File: src/rtl/lsu_pkg.sv
// Shared definitions for the load/store unit: RV32 func3 encodings and FSM states.
package lsu_pkg;
  localparam logic [2:0] F3_B  = 3'b000;
  localparam logic [2:0] F3_H  = 3'b001;
  localparam logic [2:0] F3_W  = 3'b010;
  localparam logic [2:0] F3_BU = 3'b100;
  localparam logic [2:0] F3_HU = 3'b101;

  typedef enum logic [1:0] {IDLE, BUSY, DONE} state_t;
endpackage

File: src/rtl/lsu_align.sv
// Combinational lane steering: store mask/replicated data/misalign check, and
// load byte/half extraction with sign or zero extension. No state, no backpressure.
module lsu_align import lsu_pkg::*; (
  input  logic [2:0]  st_func3,
  input  logic [1:0]  st_addr_lo,
  input  logic [31:0] st_wdata,
  output logic [3:0]  st_mask,
  output logic [31:0] st_lane_wdata,
  output logic        misalign,
  input  logic [2:0]  ld_func3,
  input  logic [1:0]  ld_addr_lo,
  input  logic [31:0] ld_word,
  output logic [31:0] ld_data
);
  logic [7:0]  ld_byte;
  logic [15:0] ld_half;

  always_comb begin
    misalign = 1'b0;
    case (st_func3[1:0])
      2'b01:   misalign = st_addr_lo[0];
      2'b10:   misalign = (st_addr_lo != 2'b00);
      default: misalign = 1'b0;
    endcase
  end

  always_comb begin
    st_mask       = 4'b1111;
    st_lane_wdata = st_wdata;
    case (st_func3)
      F3_B: begin
        st_mask       = 4'b0001 << st_addr_lo;
        st_lane_wdata = {4{st_wdata[7:0]}};
      end
      F3_H: begin
        st_mask       = st_addr_lo[1] ? 4'b1100 : 4'b0011;
        st_lane_wdata = {2{st_wdata[15:0]}};
      end
      default: ;
    endcase
  end

  assign ld_byte = ld_word[{ld_addr_lo, 3'b000} +: 8];
  assign ld_half = ld_addr_lo[1] ? ld_word[31:16] : ld_word[15:0];

  always_comb begin
    ld_data = ld_word;
    case (ld_func3)
      F3_B:    ld_data = {{24{ld_byte[7]}}, ld_byte};
      F3_BU:   ld_data = {24'd0, ld_byte};
      F3_H:    ld_data = {{16{ld_half[15]}}, ld_half};
      F3_HU:   ld_data = {16'd0, ld_half};
      default: ld_data = ld_word;
    endcase
  end
endmodule

File: src/rtl/lsu_ctrl.sv
// RV32 load/store controller: one access per request, done 2 cycles after accept plus memory wait cycles.
// Stalls the pipeline while a request is pending; memory side waits on mem_ack with a timeout abort.
module lsu_ctrl import lsu_pkg::*; #(
  parameter int TIMEOUT = 16,
  parameter int CNT_W   = $clog2(TIMEOUT + 1)
) (
  input  logic        clk,
  input  logic        rst,
  input  logic        rd_en,
  input  logic        wr_en,
  input  logic [2:0]  func3,
  input  logic [31:0] addr,
  input  logic [31:0] wdata,
  output logic [31:0] rdata,
  output logic        done,
  output logic        err,
  output logic        stall,
  output logic        mem_req,
  output logic        mem_we,
  output logic [31:0] mem_addr,
  output logic [3:0]  mem_mask,
  output logic [31:0] mem_wdata,
  input  logic        mem_ack,
  input  logic [31:0] mem_rdata
);
  localparam logic [CNT_W-1:0] CNT_MAX = CNT_W'(TIMEOUT - 1);

  state_t            state_q;
  logic [CNT_W-1:0]  cnt_q, cnt_d;
  logic [2:0]        func3_q;
  logic [1:0]        addr_lo_q;
  logic [31:0]       rdata_q, mem_addr_q, mem_wdata_q;
  logic [3:0]        mem_mask_q;
  logic              done_q, err_q, mem_req_q, mem_we_q;

  logic [3:0]        st_mask;
  logic [31:0]       st_lane_wdata, ld_data;
  logic              misalign, illegal;

  lsu_align u_align (
    .st_func3      (func3),
    .st_addr_lo    (addr[1:0]),
    .st_wdata      (wdata),
    .st_mask       (st_mask),
    .st_lane_wdata (st_lane_wdata),
    .misalign      (misalign),
    .ld_func3      (func3_q),
    .ld_addr_lo    (addr_lo_q),
    .ld_word       (mem_rdata),
    .ld_data       (ld_data)
  );

  always_comb begin
    illegal = 1'b0;
    if (rd_en && wr_en)
      illegal = 1'b1;
    else if (wr_en)
      illegal = !(func3 inside {F3_B, F3_H, F3_W});
    else
      illegal = !(func3 inside {F3_B, F3_H, F3_W, F3_BU, F3_HU});
  end

  assign cnt_d = cnt_q + CNT_W'(1);

  always_ff @(posedge clk or posedge rst) begin
    if (rst) begin
      state_q     <= IDLE;
      cnt_q       <= '0;
      func3_q     <= '0;
      addr_lo_q   <= '0;
      rdata_q     <= '0;
      done_q      <= 1'b0;
      err_q       <= 1'b0;
      mem_req_q   <= 1'b0;
      mem_we_q    <= 1'b0;
      mem_addr_q  <= '0;
      mem_mask_q  <= '0;
      mem_wdata_q <= '0;
    end else begin
      case (state_q)
        IDLE: begin
          done_q <= 1'b0;
          if (rd_en || wr_en) begin
            if (illegal || misalign) begin
              // Rejected requests never reach the memory side.
              state_q <= DONE;
              done_q  <= 1'b1;
              err_q   <= 1'b1;
            end else begin
              state_q     <= BUSY;
              err_q       <= 1'b0;
              mem_req_q   <= 1'b1;
              mem_we_q    <= wr_en;
              mem_addr_q  <= {addr[31:2], 2'b00};
              mem_mask_q  <= wr_en ? st_mask : 4'b0000;
              mem_wdata_q <= st_lane_wdata;
              func3_q     <= func3;
              addr_lo_q   <= addr[1:0];
              cnt_q       <= '0;
            end
          end
        end
        BUSY: begin
          if (mem_ack) begin
            mem_req_q <= 1'b0;
            err_q     <= 1'b0;
            done_q    <= 1'b1;
            state_q   <= DONE;
            if (!mem_we_q)
              rdata_q <= ld_data;
          end else if (cnt_q == CNT_MAX) begin
            mem_req_q <= 1'b0;
            err_q     <= 1'b1;
            done_q    <= 1'b1;
            state_q   <= DONE;
          end else begin
            cnt_q <= cnt_d;
          end
        end
        DONE: begin
          done_q  <= 1'b0;
          state_q <= IDLE;
        end
        default: state_q <= IDLE;
      endcase
    end
  end

  assign stall     = ((state_q == IDLE) && (rd_en || wr_en)) || (state_q == BUSY);
  assign rdata     = rdata_q;
  assign done      = done_q;
  assign err       = err_q;
  assign mem_req   = mem_req_q;
  assign mem_we    = mem_we_q;
  assign mem_addr  = mem_addr_q;
  assign mem_mask  = mem_mask_q;
  assign mem_wdata = mem_wdata_q;
endmodule

File: config.mk
export PLATFORM = sky130hd
export DESIGN_NAME = lsu_ctrl
export DESIGN_NICKNAME = d
export VERILOG_FILES = /design/src/rtl/lsu_pkg.sv /design/src/rtl/lsu_align.sv /design/src/rtl/lsu_ctrl.sv
export SDC_FILE = /design/constraint.sdc
export NUM_CORES = 1
export LEC_CHECK = 0
export BUFFER_PORTS_ARGS = -buffer_cell sky130_fd_sc_hd__buf_2
export CAP_MARGIN = 30
export CORE_ASPECT_RATIO = 1.75
export CORE_UTILIZATION = 44
export DETAILED_ROUTE_END_ITERATION = 10
export PLACE_DENSITY = 0.73
export SLEW_MARGIN = 20
export SYNTH_ARGS = -nofsm -noshare
export SYNTH_HDL_FRONTEND = slang
export SYNTH_SLANG_ARGS = --single-unit
File: constraint.sdc
create_clock -name clk -period 3.4 [get_ports clk]
set_input_delay 0 -clock clk [delete_from_list [all_inputs] [get_ports clk]]
set_output_delay 0 -clock clk [all_outputs]
set_load 0.01 [all_outputs]
==> results.ini, run 1 <==
[cells_and_area]
area_growth_syn_to_layout_pct=52.3
fin_util_pct=69.3
drive_gt1_share_pct=28.2
layout.area.seq_um2=2850
fin_area_um2=8120
multi_input_area_um2=2260
num-nets-final=1031
nFillCells=911

[grt]
antenna_found_initial=0
grt_max_degree=92
grtUsageMet1_pct=32.7
track_usage_pct=29.1
grt_pass1_wl_mm=28.5
grt.overflow.total=0
use_met3_pct=5.64
grt_busiest_layer=met2
grt_pass1_vias=5809
grt_use_met2_pct=51.6

[synthesis]
synthXorXnorAreaFrac_pct=0
synth-compound-area-share_pct=16.7
synth_top_family_by_area=simple AND/OR/NAND/NOR gates
synth_commonest_cells=nand2_1 (203), dfrtp_1 (114), o21ai_0 (76), nor2_1 (44), clkbuf_1 (30)
synthMuxAreaShare_pct=2.11
syn_area_um2=5330
synth_fa_ha_area_share_pct=1.88
ys_ff_latch=114
syn_area_per_cell_um2=8.64
yosys_most_used_dff=dfrtp_1
yosys.area_share.simple_pct=21.4
synth_top_area_share_pct=53.5
synth_cell_types=45
synth-edff-count=0
syn_inst=617
async_flop_share_pct=100
ys_seq_area_share_pct=53.5
synth_warnings=0
yosysMostFrequentCell=nand2_1
yosysTopAreaCell=dfrtp_1
yosys-top-cells-area=dfrtp_1 (54%), nand2_1 (14%), o21ai_0 (7.1%)

[cts]
clock-sinks=114
clk_pin_slew_ps=60
cts-resized-gates=0
cts_buffers=17
root_buffer=clkbuf_16
worstSkewPairLatency_ps=410
cts_tree=done
h-tree-depth=4
clockBufferDepth=2

[sta]
fin_ws_ps=223
rsz0062_at_grt=false
finalCritPeriodShare_pct=93.4
fmax_mhz=315
clock-skew-final_ps=10.7
tightestPinTransition_ps=774
period_needed_ps=3180
slew_violations=0
setup_tns_ps=0
relSlewSlack_pct=48.4
setup_viol=0
final_hold_viol_count=0

[routing]
routed_wl_mm=17.7
vias=5682
vias_per_cell=5.32
ant_nets=0
drt_iter0_markers=305
post_drt_wl_per_cell_um=16.6
drc_errors=0
drt-pass1-iter-count=5

[floorplan]
die_w_um=85.2
fp.dieH_um=148
rows=52
io_pins=209
initial_core_util_pct=45.5
core-area_um2=11700
dieArea_um2=12600

[worst_setup_path]
r2r_slack_ps=400
r2r-start=state_q[1]
cp.required_ps=3700
crit_path_start=func3[1]
critPathArrivalTime_ps=3470
path_class=in2reg
worstPathMaxFanout=47
endpoint_kind=flip-flop
crit_path_start_kind=input pin

[power_and_ir_drop]
total_power_uw=6650
ir_drop_uv=497
leakagePower_uw=0.00411
powerDensity_nw_per_um2=819

[placement]
placed_cell_area_um2=6430
numPortBuffers=206
dp_hpwl_mm=11.8
preCtsSetupSlack_ps=919
gp_congestion=0.925

[status]
status=complete, no violations

[job]
maxCapViolations=0

[min_path]
min_path_type=in2async

[where the power goes]
part / internal, µW / switching [µW] / leakage [µW]
logic: 1070 / 1510 / 0.00245
registers: 1990 / 382 / 0.00141
clock network: 1030 / 668 / 0.000259
total: 4080 / 2560 / 0.00411
[critical path, cell delays in order]
cell and delay (ps):
dlygate4sd3_1 540, buf_2 160, inv_1 80, ha_1 420
o21bai_1 110, a221o_1 380, or3b_4 620, buf_12 260
a221oi_1 230, dlygate4sd3_1 600, nor2_1 40
[per-layer routing]
layer,wire length [µm],share of wire (%)
met1,6470,36
met2,9400,53
met3,1080,6.1
met4,788,4.4
met5,0,0
[sequential cells by signal (all words and copies together), names as in the netlist]
register,cells
mem_wdata,32
rdata,32
mem_addr,30
cnt_q,5
mem_mask,4
func3_q,3
addr_lo_q,2
state_q,2
done,1
err,1
mem_req,1
mem_we,1
[placed cells by master (no fill, tap or decap), types with 9 or more instances in the layout]
cell / instances
buf_2: 206
nand2_1: 203
dfrtp_1: 114
dlygate4sd3_1: 108
o21ai_0: 76
nor2_1: 44
a21oi_1: 28
clkbuf_16: 17
inv_1: 10
a221o_1: 9
[area by class of cell]
type,instances,share of cell area (%)
Antenna cell,1,0.0308
Clock buffer,18,5.41
Clock inverter,14,1.65
Inverter,11,0.539
Multi-Input combinational cell,451,27.8
Sequential cell,114,35.1
Tap cell,135,2.08
Timing Repair Buffer,324,27.3
[cells by family (layout without fill, tap and decap cells)]
logic type | after synthesis | count (layout)
simple gates | 281 | 281
flops | 114 | 114
compound gates | 151 | 151
mux | 9 | 9
buf+inv | 53 | 367
other cells | 1 | 3
fa+ha+maj | 8 | 8
[metrics by stage]
step	cells	hold slack, ps
floorplan	618	105
global placement	924	190
detailed placement	925	43.1
CTS	1065	130
global route	1067	174
finish	1068	156
[repair_timing]
action | in CTS | in global routing
hold endpoints to repair | 133 | 0
hold buffers | 108 | 0
buffers inserted | 0 | 0
[worst paths after layout]
check	end	cells past startpoint
worst max register to register	mem_wdata[17]	8
max in group asynchronous	mem_mask[0]	4
worst min register to register	mem_mask[0]	2
worst min-delay path	mem_addr[31]	3
min in group clk	done	5
worst max-delay path	mem_wdata[17]	11
(Power assumes the default switching activity.)
==> run 2: changes to the inputs <==
--- a/config.mk
+++ b/config.mk
@@ -7,10 +7,12 @@
 export LEC_CHECK = 0
 export BUFFER_PORTS_ARGS = -buffer_cell sky130_fd_sc_hd__buf_2
 export CAP_MARGIN = 30
+export CELL_PAD_IN_SITES_DETAIL_PLACEMENT = 0
+export CELL_PAD_IN_SITES_GLOBAL_PLACEMENT = 1
 export CORE_ASPECT_RATIO = 1.75
-export CORE_UTILIZATION = 44
+export CORE_UTILIZATION = 35
 export DETAILED_ROUTE_END_ITERATION = 10
-export PLACE_DENSITY = 0.73
+export PLACE_DENSITY_LB_ADDON = 0.1
 export SLEW_MARGIN = 20
 export SYNTH_ARGS = -nofsm -noshare
 export SYNTH_HDL_FRONTEND = slang
==> run 2 against run 1 <==
Largest power group unchanged. The flow now finishes with violations (hold timing). Fmax down 0.33%. Count of clock-buffer cells in the layout down 1. First-iteration DRC count down 38%. Clock power up 10%. Worst hold slack worse by 160 ps. Highest routed layer unchanged.
==> results.ini, run 2 (same netlist as run 1, synthesis figures left out) <==
[cts]
h-tree-depth=4  ; unchanged
clk_pin_slew_ps=60  ; about the same
clock-sinks=114  ; unchanged
root_buffer=clkbuf_16
worstSkewPairLatency_ps=410  ; about the same
cts-resized-gates=0  ; unchanged
post_cts_buffers=0  ; unchanged
clockBufferDepth=2  ; unchanged
ctsHoldBuffers=100  ; -7.4%
cts_buffers=17  ; unchanged
cts_tree=done

[sta]
hold_ws_ps=-3.48  ; -160 ps
slew_violations=0  ; unchanged
rsz0062_at_grt=false
final_hold_viol_count=1  ; +1
fmax_mhz=314  ; -0.33%
relSlewSlack_pct=45.9  ; -2.5 points
tightestPinTransition_ps=812  ; +37.3 ps
setup_viol=0  ; unchanged
finalCritPeriodShare_pct=93.7  ; +0.31 points
period_needed_ps=3190  ; +10.6 ps
setup_tns_ps=0  ; unchanged
clock-skew-final_ps=10.2  ; -0.453 ps

[power_and_ir_drop]
total_power_uw=6750  ; +1.6%
leakagePower_uw=0.00409  ; -0.44%
powerDensity_nw_per_um2=831  ; +1.6%
ir_drop_uv=466  ; -6.2%

[worst_setup_path]
cp.required_ps=3700  ; about the same
r2r-end=mem_wdata[22]
rr_worst_depth=7  ; -1
worstPathMaxFanout=29  ; -38%
r2r_slack_ps=470  ; +70 ps
endpoint_kind=flip-flop
r2r-start=state_q[0]
crit_path_start_kind=input pin
path_class=in2reg
critPathArrivalTime_ps=3490  ; +20 ps

[routing]
post_drt_wl_per_cell_um=15.5  ; -6.6%
drc_errors=0  ; unchanged
vias_per_cell=4.90  ; -7.9%
routed_wl_mm=17.2  ; -3.3%
vias=5417  ; -4.7%
ant_nets=0  ; unchanged
drt_iter0_markers=190  ; -38%
drt-pass1-iter-count=5  ; unchanged

[grt]
grt_max_degree=64  ; -30%
track_usage_pct=22.6  ; -6.5 points
antenna_found_initial=1  ; +1
grt.overflow.total=0  ; unchanged
grt_pass1_wl_mm=27.1  ; -5.0%
grtUsageMet1_pct=23.3  ; -9.4 points
grt_use_met2_pct=41.0  ; -11 points
grt_busiest_layer=met2
grt_pass1_vias=5532  ; -4.8%
use_met3_pct=5.68  ; +0.038 points

[min_path]
hold_end=mem_wdata[14]
min_path_type=in2reg
min-delay-start=wdata[14]
whs_path_depth=3

[cells_and_area]
multi_input_area_um2=2260  ; -0.11%
layout_common_cells=buf_2 (206), nand2_1 (203), dfrtp_1 (114), dlygate4sd3_1 (100), o21ai_0 (76)
layout.area.seq_um2=2850  ; unchanged
layout_commonest_cell=buf_2
fin_area_um2=8120  ; about the same
num-nets-final=1021  ; -0.97%
nFillCells=1397  ; +53%
drive_gt1_share_pct=28.3  ; +0.089 points
fin_util_pct=54.7  ; -15 points
area_growth_syn_to_layout_pct=52.4  ; about the same

[floorplan]
die_w_um=95.3  ; +12%
fp.dieH_um=165  ; +12%
io_pins=209  ; unchanged
core-area_um2=14800  ; +27%
rows=59  ; +13%
dieArea_um2=15700  ; +25%
initial_core_util_pct=35.9  ; -9.6 points

[job]
maxCapViolations=0  ; unchanged

[placement]
placed_cell_area_um2=6490  ; +0.86%
gp_congestion=0.834  ; -9.8%
dp_hpwl_mm=11.9  ; +1.3%
numPortBuffers=206  ; unchanged

[status]
status=complete, but fails checks
violations=hold timing

-- run 2: cell types whose count changed in the layout (fill, tap and decap cells not counted), moves of 2 or more --
cell / delta
dlygate4sd3_1: -8
clkinvlp_4: -5
inv_6: +4
buf_4: -2
bufinv_16: +2
-- run 2: worst max-delay path by stage --
stage	depth (start not counted)	slack, ps	end	start
final	10	210	mem_wdata[22]	func3[1]
after global routing	10	30	mem_wdata[22]	func3[1]
after CTS	10	260	mem_wdata[16]	func3[1]
after detailed placement	8	790	mem_wdata[12]	func3[1]
after global placement	9	910	func3_q[0]	func3[0]
after floorplan	1	380	addr_lo_q[0]	rst
-- run 2: per-stage QoR --
stage / setup slack, ps / std cells
floorplan: 384 / 618
global placement: 906 / 972
detailed placement: 790 / 972
CTS: 259 / 1104
global route: 28.0 / 1106
finish: 213 / 1106
-- run 2: per-layer routing --
layer / vias to the layer above / wire (µm)
li1: 2654 / -
met1: 2536 / 6390
met2: 184 / 9170
met3: 43 / 935
met4: 0 / 660
met5: - / 0
-- run 2: layout make-up --
| type | count | area share [%] |
|---|---|---|
| Timing Repair Buffer | 314 | 26.1 |
| Sequential cell | 114 | 35.1 |
| Clock inverter | 15 | 2.40 |
| Tap cell | 183 | 2.82 |
| Antenna cell | 1 | 0.0308 |
| Clock buffer | 17 | 5.24 |
| Inverter | 11 | 0.539 |
| Multi-Input combinational cell | 451 | 27.8 |
-- run 2: worst max-delay path, stage by stage --
cell and delay (ps):
dlygate4sd3_1 550, buf_2 160, inv_1 90, ha_1 430, o21bai_1 140, a221o_1 380
or3b_2 780, a221oi_1 310, dlygate4sd3_1 600, nor2_1 40
-- run 2: report_power, final --
part / total [µW] / switching (µW) / internal, µW
registers: 2350 / 369 / 1980
logic: 2530 / 1480 / 1050
clock network: 1870 / 698 / 1170
